**src/rtl/ws2812_pkg.sv**
```systemverilog
`default_nettype none
// ============================================================================
//  Module      : ws2812_pkg
//  Description : Shared types and constants for the WS2812 serializer slice.
//                Pixel layout is GRB, green first on the wire.
//  Revision    : 1.0 - initial release
// ============================================================================
package ws2812_pkg;

    localparam int BITS_PER_PIXEL = 24;
    localparam int BIT_PERIOD     = 14;

    typedef enum logic [1:0] {
        ST_IDLE  = 2'd0,
        ST_SHIFT = 2'd1,
        ST_LATCH = 2'd2
    } state_t;

    typedef struct packed {
        logic [7:0] g;
        logic [7:0] r;
        logic [7:0] b;
    } pixel_t;

endpackage
`default_nettype wire

```
**src/rtl/ws2812_bit_sync.sv**
```systemverilog
`default_nettype none
// ============================================================================
//  Module      : ws2812_bit_sync
//  Description : Bit-boundary detection and registered LED data output mux.
//                o_rise marks the first clk of every bit period (wave_one
//                rising). o_dout follows the selected waveform one clk later.
//  Ports       : clk, reset (sync, active-low)
//                i_wave_one / i_wave_zero : generator waveforms
//                i_drive   : 1 = output a waveform this cycle, 0 = force low
//                i_sel_bit : data bit choosing wave_one (1) or wave_zero (0)
//                o_rise    : combinational bit-period start strobe
//                o_dout    : registered LED data line
//  Revision    : 1.0 - initial release
// ============================================================================
module ws2812_bit_sync (
    input  logic clk,
    input  logic reset,
    input  logic i_wave_one,
    input  logic i_wave_zero,
    input  logic i_drive,
    input  logic i_sel_bit,
    output logic o_rise,
    output logic o_dout
);

    logic r_wave_one_d;
    logic r_dout;

    assign o_rise = i_wave_one & ~r_wave_one_d;
    assign o_dout = r_dout;

    always_ff @(posedge clk) begin
        if (!reset) begin
            r_wave_one_d <= 1'b0;
            r_dout       <= 1'b0;
        end else begin
            r_wave_one_d <= i_wave_one;
            r_dout       <= i_drive & (i_sel_bit ? i_wave_one : i_wave_zero);
        end
    end

endmodule
`default_nettype wire

```
**src/rtl/ws2812_serializer.sv**
```systemverilog
`default_nettype none
// ============================================================================
//  Module      : ws2812_serializer
//  Description : Shifts 24-bit GRB pixels MSB first onto a WS2812 data line,
//                NUM_LEDS pixels per frame, followed by a low latch gap of
//                LATCH_PERIODS bit periods and a frame_done pulse.
//  Ports       : clk, reset (sync, active-low)
//                i_wave_one / i_wave_zero : bit waveforms from the generator
//                i_pix_data / i_pix_valid / o_pix_ready : pixel handshake
//                o_dout       : registered LED data line
//                o_busy       : frame in progress (shift or latch)
//                o_frame_done : one-clk pulse at the end of the latch gap
//                o_underrun   : one-clk pulse when a mid-frame pixel is late
//  Revision    : 1.0 - initial release
// ============================================================================
module ws2812_serializer
    import ws2812_pkg::*;
#(
    parameter int NUM_LEDS      = 8,
    parameter int LATCH_PERIODS = 40,
    parameter int CNT_W         = 8
) (
    input  logic        clk,
    input  logic        reset,
    input  logic        i_wave_one,
    input  logic        i_wave_zero,
    input  logic [23:0] i_pix_data,
    input  logic        i_pix_valid,
    output logic        o_pix_ready,
    output logic        o_dout,
    output logic        o_busy,
    output logic        o_frame_done,
    output logic        o_underrun
);

    localparam logic [4:0]       c_LAST_BIT   = 5'(BITS_PER_PIXEL - 1);
    localparam logic [CNT_W-1:0] c_LAST_LED   = CNT_W'(NUM_LEDS - 1);
    localparam logic [CNT_W-1:0] c_LAST_LATCH = CNT_W'(LATCH_PERIODS - 1);

    state_t           r_state;
    logic [23:0]      r_shreg;
    logic [4:0]       r_bit_idx;
    logic [CNT_W-1:0] r_led_cnt;
    logic [CNT_W-1:0] r_latch_cnt;
    logic             r_busy;
    logic             r_frame_done;
    logic             r_underrun;

    pixel_t w_pix;
    logic   w_rise;
    logic   w_last_bit;
    logic   w_more_leds;
    logic   w_xfer;
    logic   w_sel_bit;
    logic   w_drive;

    assign w_pix       = i_pix_data;
    assign w_last_bit  = (r_bit_idx == c_LAST_BIT);
    assign w_more_leds = (r_led_cnt < c_LAST_LED);

    // Ready only exists on a bit boundary, so a waiting pixel is held until
    // the exact clk at which its first bit period begins.
    assign o_pix_ready = w_rise & ((r_state == ST_IDLE) |
                                   ((r_state == ST_SHIFT) & w_last_bit & w_more_leds));
    assign w_xfer      = o_pix_ready & i_pix_valid;

    // The bit shown on the line must already reflect the transition being
    // taken on this clk, otherwise the first clk of each period would carry
    // the previous bit.
    assign w_sel_bit = w_xfer                          ? w_pix.g[7]  :
                       (w_rise & (r_state == ST_SHIFT)) ? r_shreg[22] :
                                                          r_shreg[23];

    // Drive the waveform whenever the block will be shifting after this clk:
    // a transfer starts/continues a pixel, and the final rise of the last
    // bit (frame end or underrun) turns the line off immediately.
    assign w_drive = w_xfer | ((r_state == ST_SHIFT) & ~(w_rise & w_last_bit));

    ws2812_bit_sync u_bit_sync (
        .clk         (clk),
        .reset       (reset),
        .i_wave_one  (i_wave_one),
        .i_wave_zero (i_wave_zero),
        .i_drive     (w_drive),
        .i_sel_bit   (w_sel_bit),
        .o_rise      (w_rise),
        .o_dout      (o_dout)
    );

    always_ff @(posedge clk) begin
        if (!reset) begin
            r_state      <= ST_IDLE;
            r_shreg      <= '0;
            r_bit_idx    <= '0;
            r_led_cnt    <= '0;
            r_latch_cnt  <= '0;
            r_busy       <= 1'b0;
            r_frame_done <= 1'b0;
            r_underrun   <= 1'b0;
        end else begin
            r_frame_done <= 1'b0;
            r_underrun   <= 1'b0;
            case (r_state)
                ST_IDLE: begin
                    if (w_xfer) begin
                        r_shreg   <= w_pix;
                        r_bit_idx <= '0;
                        r_led_cnt <= '0;
                        r_busy    <= 1'b1;
                        r_state   <= ST_SHIFT;
                    end
                end
                ST_SHIFT: begin
                    if (w_rise) begin
                        if (!w_last_bit) begin
                            r_shreg   <= {r_shreg[22:0], 1'b0};
                            r_bit_idx <= r_bit_idx + 5'd1;
                        end else if (w_xfer) begin
                            r_shreg   <= w_pix;
                            r_bit_idx <= '0;
                            r_led_cnt <= r_led_cnt + CNT_W'(1);
                        end else begin
                            // Either the frame is complete or the next pixel
                            // was not offered in time; both end in the gap.
                            r_underrun  <= w_more_leds;
                            r_latch_cnt <= '0;
                            r_state     <= ST_LATCH;
                        end
                    end
                end
                ST_LATCH: begin
                    if (w_rise) begin
                        if (r_latch_cnt == c_LAST_LATCH) begin
                            r_frame_done <= 1'b1;
                            r_busy       <= 1'b0;
                            r_state      <= ST_IDLE;
                        end else begin
                            r_latch_cnt <= r_latch_cnt + CNT_W'(1);
                        end
                    end
                end
                default: begin
                    r_busy  <= 1'b0;
                    r_state <= ST_IDLE;
                end
            endcase
        end
    end

    assign o_busy       = r_busy;
    assign o_frame_done = r_frame_done;
    assign o_underrun   = r_underrun;

endmodule
`default_nettype wire

```
**config.mk**
```make
export PLATFORM = sky130hd
export DESIGN_NAME = ws2812_serializer
export DESIGN_NICKNAME = d
export VERILOG_FILES = /design/src/rtl/ws2812_pkg.sv /design/src/rtl/ws2812_bit_sync.sv /design/src/rtl/ws2812_serializer.sv
export SDC_FILE = /design/constraint.sdc
export NUM_CORES = 1
export LEC_CHECK = 0
export ABC_AREA = 1
export BUFFER_PORTS_ARGS = -buffer_cell sky130_fd_sc_hd__buf_4
export CAP_MARGIN = 20
export CORE_ASPECT_RATIO = 0.5
export CORE_MARGIN = 5
export CORE_UTILIZATION = 40
export DETAILED_ROUTE_END_ITERATION = 7
export RECOVER_POWER = 100
export SLEW_MARGIN = 40
export SYNTH_ARGS = -nofsm -noshare
export SYNTH_HDL_FRONTEND = slang
export SYNTH_HIERARCHICAL = 1
export SYNTH_SLANG_ARGS = --single-unit
```
**constraint.sdc**
```tcl
create_clock -name clk -period 2 [get_ports clk]
set_input_delay 0.4 -clock clk [delete_from_list [all_inputs] [get_ports clk]]
set_output_delay 0.4 -clock clk [all_outputs]
set_load 0.02 [all_outputs]
```
==> flow_summary.toml, run 1 <==
[timing]
worstMarginPinSlew_ns = 0.396
report.final.setup_viol = 0
skew_ns = 0.00644
hold_ws_ns = 0.300
relSlewSlack_pct = 73.6
final_max_slew_viol_count = 0
finalHoldViolations = 0
finalCritPeriodShare_pct = 96.1
period_needed_ns = 1.92
max_freq_mhz = 520

[setup_path]
start_kind = "flop"
reg2reg_slack_ns = 0.22
crit_path_top_delay_cell = "dfxtp_2"
cp_max_fo = 4
cp.required_ns = 1.60
crit_arrival_ns = 1.52
critPathCaptureType = "primary output"
worst_path_most_repeated_cell = "nand2_4"
cpPeakStageDelay_ns = 0.36
path_cells = "ha_4, nand2_1, inv_2, nand2_4, nor2_4, nand2_4, a21oi_2, buf_4"
criticalPathCategory = "reg2out"

[clock_network]
clockRootBuffer = "clkbuf_16"
holdBufCountCts = 0
insertion_delay_ns = 0.29
cts_buffer_depth = 2
cts_tree = "done"
clk_pin_slew_ns = 0.07
clock_sinks = 52
cts-buffers-inserted = 5
htree_levels = 2

[die]
coreArea_um2 = 6750
ios = 34
die_y_um = 69.3
initial_core_util_pct = 41.7
std_cell_rows = 21
die_area_um2 = 8910
dieWidth_um = 129

[detailed_routing]
num_vias = 2597
viasPerCell = 4.66
antenna_left = 0
drt_wl_total_mm = 6.40
drt_iter0_drc = 177
detail_route.wl_per_cell_um = 11.5
drcViolationCount = 0
drt_pass1_iterations = 4

[logic_synthesis]
ys.flop_type = "dfxtp_1"
synth_area_um2 = 2810
synth-seq-cells = 52
ys_top_cells_by_area = "dfxtp_1, nand2_1, inv_1"
postSynthCellCount = 426
synth_commonest_cells = "nand2_1, inv_1, dfxtp_1"
synth_edf_count = 0
synth_cell_types = 32
synth_seq_area_share_pct = 37.0
yosys_warnings = 6
postSynth.asyncResetShare_pct = 0
synth_top_area_share_pct = 37.0
synth.avg_cell_area_um2 = 6.60
yosysTopAreaCell = "dfxtp_1"
syn-num-nets = 458
yosysMostFrequentCell = "nand2_1"

[layout]
nets = 497
drive_gt1_share_pct = 17.0
synthToLayoutAreaGrowth_pct = 19.2
fin_util_pct = 49.6
antenna_cells = 0

[grt]
antenna_found_initial = 0
grt_use_met3_pct = 4.08
grt_util_met2_pct = 23.5
grt_max_degree = 27
globalRouteMet1Util_pct = 21.5
top_usage_layer = "met2"
grt_usage_pct = 15.2
grt_pass1_vias = 2477
grt_overflow = 0
grt_pass1_wl_mm = 11.3

[run_status]
outcome = "finished clean"

[power_and_ir_drop]
p_per_area_nw_per_um2 = 737
finalPower_mw = 2.47
power.leakage_nw = 1.46
ir_drop_v = 0.000327

[place]
gp_congestion = 0.848
portBuffers = 33
dp_hpwl_mm = 4.50

[job]
drv_cap = 0

[hold_path]
hold_class = "in2reg"
[worst paths after layout]
check	cells past startpoint	end	from
worst max-delay path	8	o_pix_ready	r_bit_idx[1]
worst min-delay path	3	u_bit_sync/r_wave_one_d	i_wave_one
worst max register to register	12	r_bit_idx[4]	r_bit_idx[1]
worst min register to register	2	r_led_cnt[4]	r_led_cnt[4]
[layer usage]
metal / vias to the layer above / wire (µm)
met2: 33 / 2710
li1: 1415 / -
met1: 1144 / 3350
met5: - / 0
met3: 5 / 302
met4: 0 / 32
[stage by stage]
step / setup WS (ns) / setup TNS [ns] / cells / cell area (µm²)
2_1_floorplan: 0.280 / 0 / 426 / 2810
3_3_place_gp: 0.173 / 0 / 549 / 3180
3_5_place_dp: 0.171 / 0 / 549 / 3180
4_1_cts: 0.0346 / 0 / 556 / 3320
5_1_grt: -0.00777 / -0.00777 / 557 / 3350
6_report: 0.0782 / 0 / 557 / 3350
[report_power, final]
part	switching, mW	internal (mW)
clock network	0.365	0.456
registers	0.0250	1.09
logic	0.337	0.198
[area by class of cell]
class,count,area [µm²]
clock buffer,6,129
clock inverter,1,5.00
fill,694,3400
inverter,92,359
multi-input combinational,268,1360
sequential,52,1040
tap,92,115
timing repair buffer,46,339
[state kept, by name, indices dropped and copies added, names as in the netlist]
register / count
o_busy: 1
u_bit_sync/r_wave_one_d: 1
r_shreg: 24
o_underrun: 1
r_led_cnt: 8
u_bit_sync/o_dout: 1
o_frame_done: 1
r_state: 2
r_bit_idx: 5
r_latch_cnt: 8
[timing repair]
item / CTS / global route
pin swaps: 0 / 2
setup endpoints to repair: 1 / 17
gates resized for setup: 1 / 12
buffers inserted: 0 / 1
[critical path: cells and delay by family, from the launching register on]
kind	cells	cell delay, ns
simple gates	4	0.34
flops	1	0.36
buf+inv	2	0.26
compound gates	1	0.15
fa+ha+maj	1	0.13
[logic make-up after synthesis]
| logic type | Yosys count | share of synthesized area [%] |
|---|---|---|
| fa+ha+maj | 3 | 1.33 |
| buf+inv | 106 | 15.8 |
| simple gates | 186 | 29.8 |
| xor+xnor | 4 | 1.25 |
| flops | 52 | 37.0 |
| compound gates | 75 | 14.9 |
[layout by cell type, fill, tap and decap left out, types with 2 or more instances in the layout]
cell and count:
inv_2 4, nand2_2 5, nor3_1 5, o21ai_0 9, o22ai_1 17, nor2_2 4
nand2_1 110, inv_1 85, a21oi_2 4, a21oi_1 42, clkbuf_16 5, dfxtp_1 50
dfxtp_2 2, clkbuf_1 6, nand4_1 8, clkinv_2 2, ha_1 2, nand2_4 4
xor2_1 3, buf_4 40, nor4_1 2, nor2_1 21, nand4_2 2, nand3_1 22
Note: power is estimated with default switching activity, not from simulation.
==> run 2, diff against run 1 <==
CELL_PAD_IN_SITES_DETAIL_PLACEMENT = 1   (was not set)
CELL_PAD_IN_SITES_GLOBAL_PLACEMENT = 2   (was not set)
CORE_UTILIZATION = 32   (was 40)
PLACE_DENSITY_LB_ADDON = 0.1   (was not set)
==> flow_summary.toml, run 2 (synthesis results as in run 1) <==
[timing]
period_needed_ns = 1.94
skew_ns = 0.00766
fin_tns_setup_ns = 0
finalCritPeriodShare_pct = 97.0
relSlewSlack_pct = 70.1
max_freq_mhz = 515
worstMarginPinSlew_ns = 0.448
finalHoldViolations = 0
report.final.setup_viol = 0
final_max_slew_viol_count = 0

[clock_network]
htree_levels = 2
cts-buffers-inserted = 5
clock_sinks = 52
cts_buffer_depth = 2
insertion_delay_ns = 0.29
clk_pin_slew_ns = 0.07
clockRootBuffer = "clkbuf_16"
cts_tree = "done"
holdBufCountCts = 0

[job]
drv_cap = 0

[power_and_ir_drop]
power.leakage_nw = 1.47
power.sequential.fraction_pct = 43.3
p_per_area_nw_per_um2 = 755
ir_drop_v = 0.000370
switching_share_pct = 30.3
p_comb_share_pct = 22.2
p_int_mw = 1.80
switching_power_uw = 781
power_frac_clock_pct = 34.5

[layout]
layout_commonest_cell = "nand2_1"
final_cell_mix = "nand2_1, inv_1, dfxtp_1, a21oi_1, buf_4"
synthToLayoutAreaGrowth_pct = 21.5
nets = 496
antenna_cells = 0
largest-register = "r_shreg"
drive_gt1_share_pct = 17.0
final_cells = 582
fill_cells = 1134
largestRegisters = "r_shreg x24, r_latch_cnt x8, r_led_cnt x8"
largest_reg_flops = 24

[grt]
grt_max_degree = 44
grt_usage_pct = 15.1
antenna_found_initial = 0
grt_pass1_vias = 2852
grt_overflow = 0
grt_pass1_wl_mm = 13.6

[setup_path]
crit_path_top_delay_cell = "dfxtp_2"
cp_top_family = "simple AND/OR/NAND/NOR gates"
critPathCaptureType = "primary output"
path_cells = "ha_2, nand2_1, inv_2, nand2_4, nor2_4, nand2_4, a21oi_4, buf_6"
cp.required_ns = 1.60
cp_max_fo = 4
crit_arrival_ns = 1.54
start_kind = "flop"
crit_buf_inv = 2
cpPeakStageDelay_ns = 0.34
worst_path_most_repeated_cell = "nand2_4"
criticalPathCategory = "reg2out"

[detailed_routing]
detail_route.wl_per_cell_um = 13.5
num_vias = 2712
drt_wl_total_mm = 7.86
antenna_left = 0
drt_pass1_iterations = 4
viasPerCell = 4.66
drt_iter0_drc = 126
drcViolationCount = 0

[hold_path]
hold_class = "in2reg"

[place]
portBuffers = 33
dpl.cell_count = 571
gp_congestion = 0.821
dp_hpwl_mm = 5.47

[die]
die_y_um = 76.3
ios = 34
dieWidth_um = 143
coreArea_um2 = 8650
initial_core_util_pct = 32.5
std_cell_rows = 24
die_area_um2 = 10900

[run_status]
outcome = "finished clean"
run 2: layer usage:
layer | wire (µm) | global-route usage, % | vias to the layer above
li1 | - | - | 1406
met1 | 3830 | 19.8 | 1279
met2 | 3730 | 25.4 | 22
met3 | 238 | 3.26 | 5
met4 | 59 | 3.42 | 0
met5 | 0 | 0 | -
run 2: worst paths after layout:
path | start | end | slack (ns) | depth (start not counted)
worst max-delay path | r_bit_idx[0] | o_pix_ready | 0.06 | 8
worst max register to register | r_bit_idx[0] | u_bit_sync/o_dout | 0.13 | 12
worst min-delay path | i_wave_one | u_bit_sync/r_wave_one_d | 0.32 | 3
worst min register to register | r_led_cnt[5] | r_led_cnt[5] | 0.45 | 2
run 2: area by class of cell:
class / instances / area [µm²] / area share (%)
clock buffers: 8 / 146 / 4.28
flip-flops and latches: 52 / 1040 / 30.5
multi-input cells: 268 / 1370 / 40.0
inverters: 92 / 354 / 10.4
repair buffers: 45 / 360 / 10.5
well taps: 117 / 146 / 4.28
run 2: power by group through the flow:
stage	sequential [mW]	combinational [mW]	clock (mW)
after CTS	1.12	0.566	0.924
after global placement	1.14	0.550	0
after global routing	1.12	0.647	0.976
after floorplan	1.14	0.374	0
final	1.12	0.572	0.889
after detailed placement	1.14	0.562	0
run 2: timing repair:
item,in CTS,in global routing
pin swaps,1,2
buffers inserted,0,3
resized for setup,3,15
endpoints found under the setup margin,1,32
run 2: worst min-delay path: cells and delay by family:
| kind | cells | cell delay (ns) |
|---|---|---|
| AND/OR/NAND/NOR | 1 | 0.04 |
| buffers and inverters | 2 | 0.13 |
run 2: stage by stage:
stage / hold slack (ns) / power, mW / utilization [%] / cell area [µm²] / setup WS (ns)
final: 0.317 / 2.58 / 39.5 / 3420 / 0.0598
after global placement: 0.427 / 1.69 / 37.1 / 3200 / 0.116
after global routing: 0.312 / 2.74 / 39.5 / 3420 / -0.0186
after floorplan: 0.417 / 1.51 / - / 2810 / 0.280
after CTS: 0.312 / 2.61 / 38.8 / 3360 / 0.00246
after detailed placement: 0.439 / 1.70 / 37.1 / 3200 / 0.0710
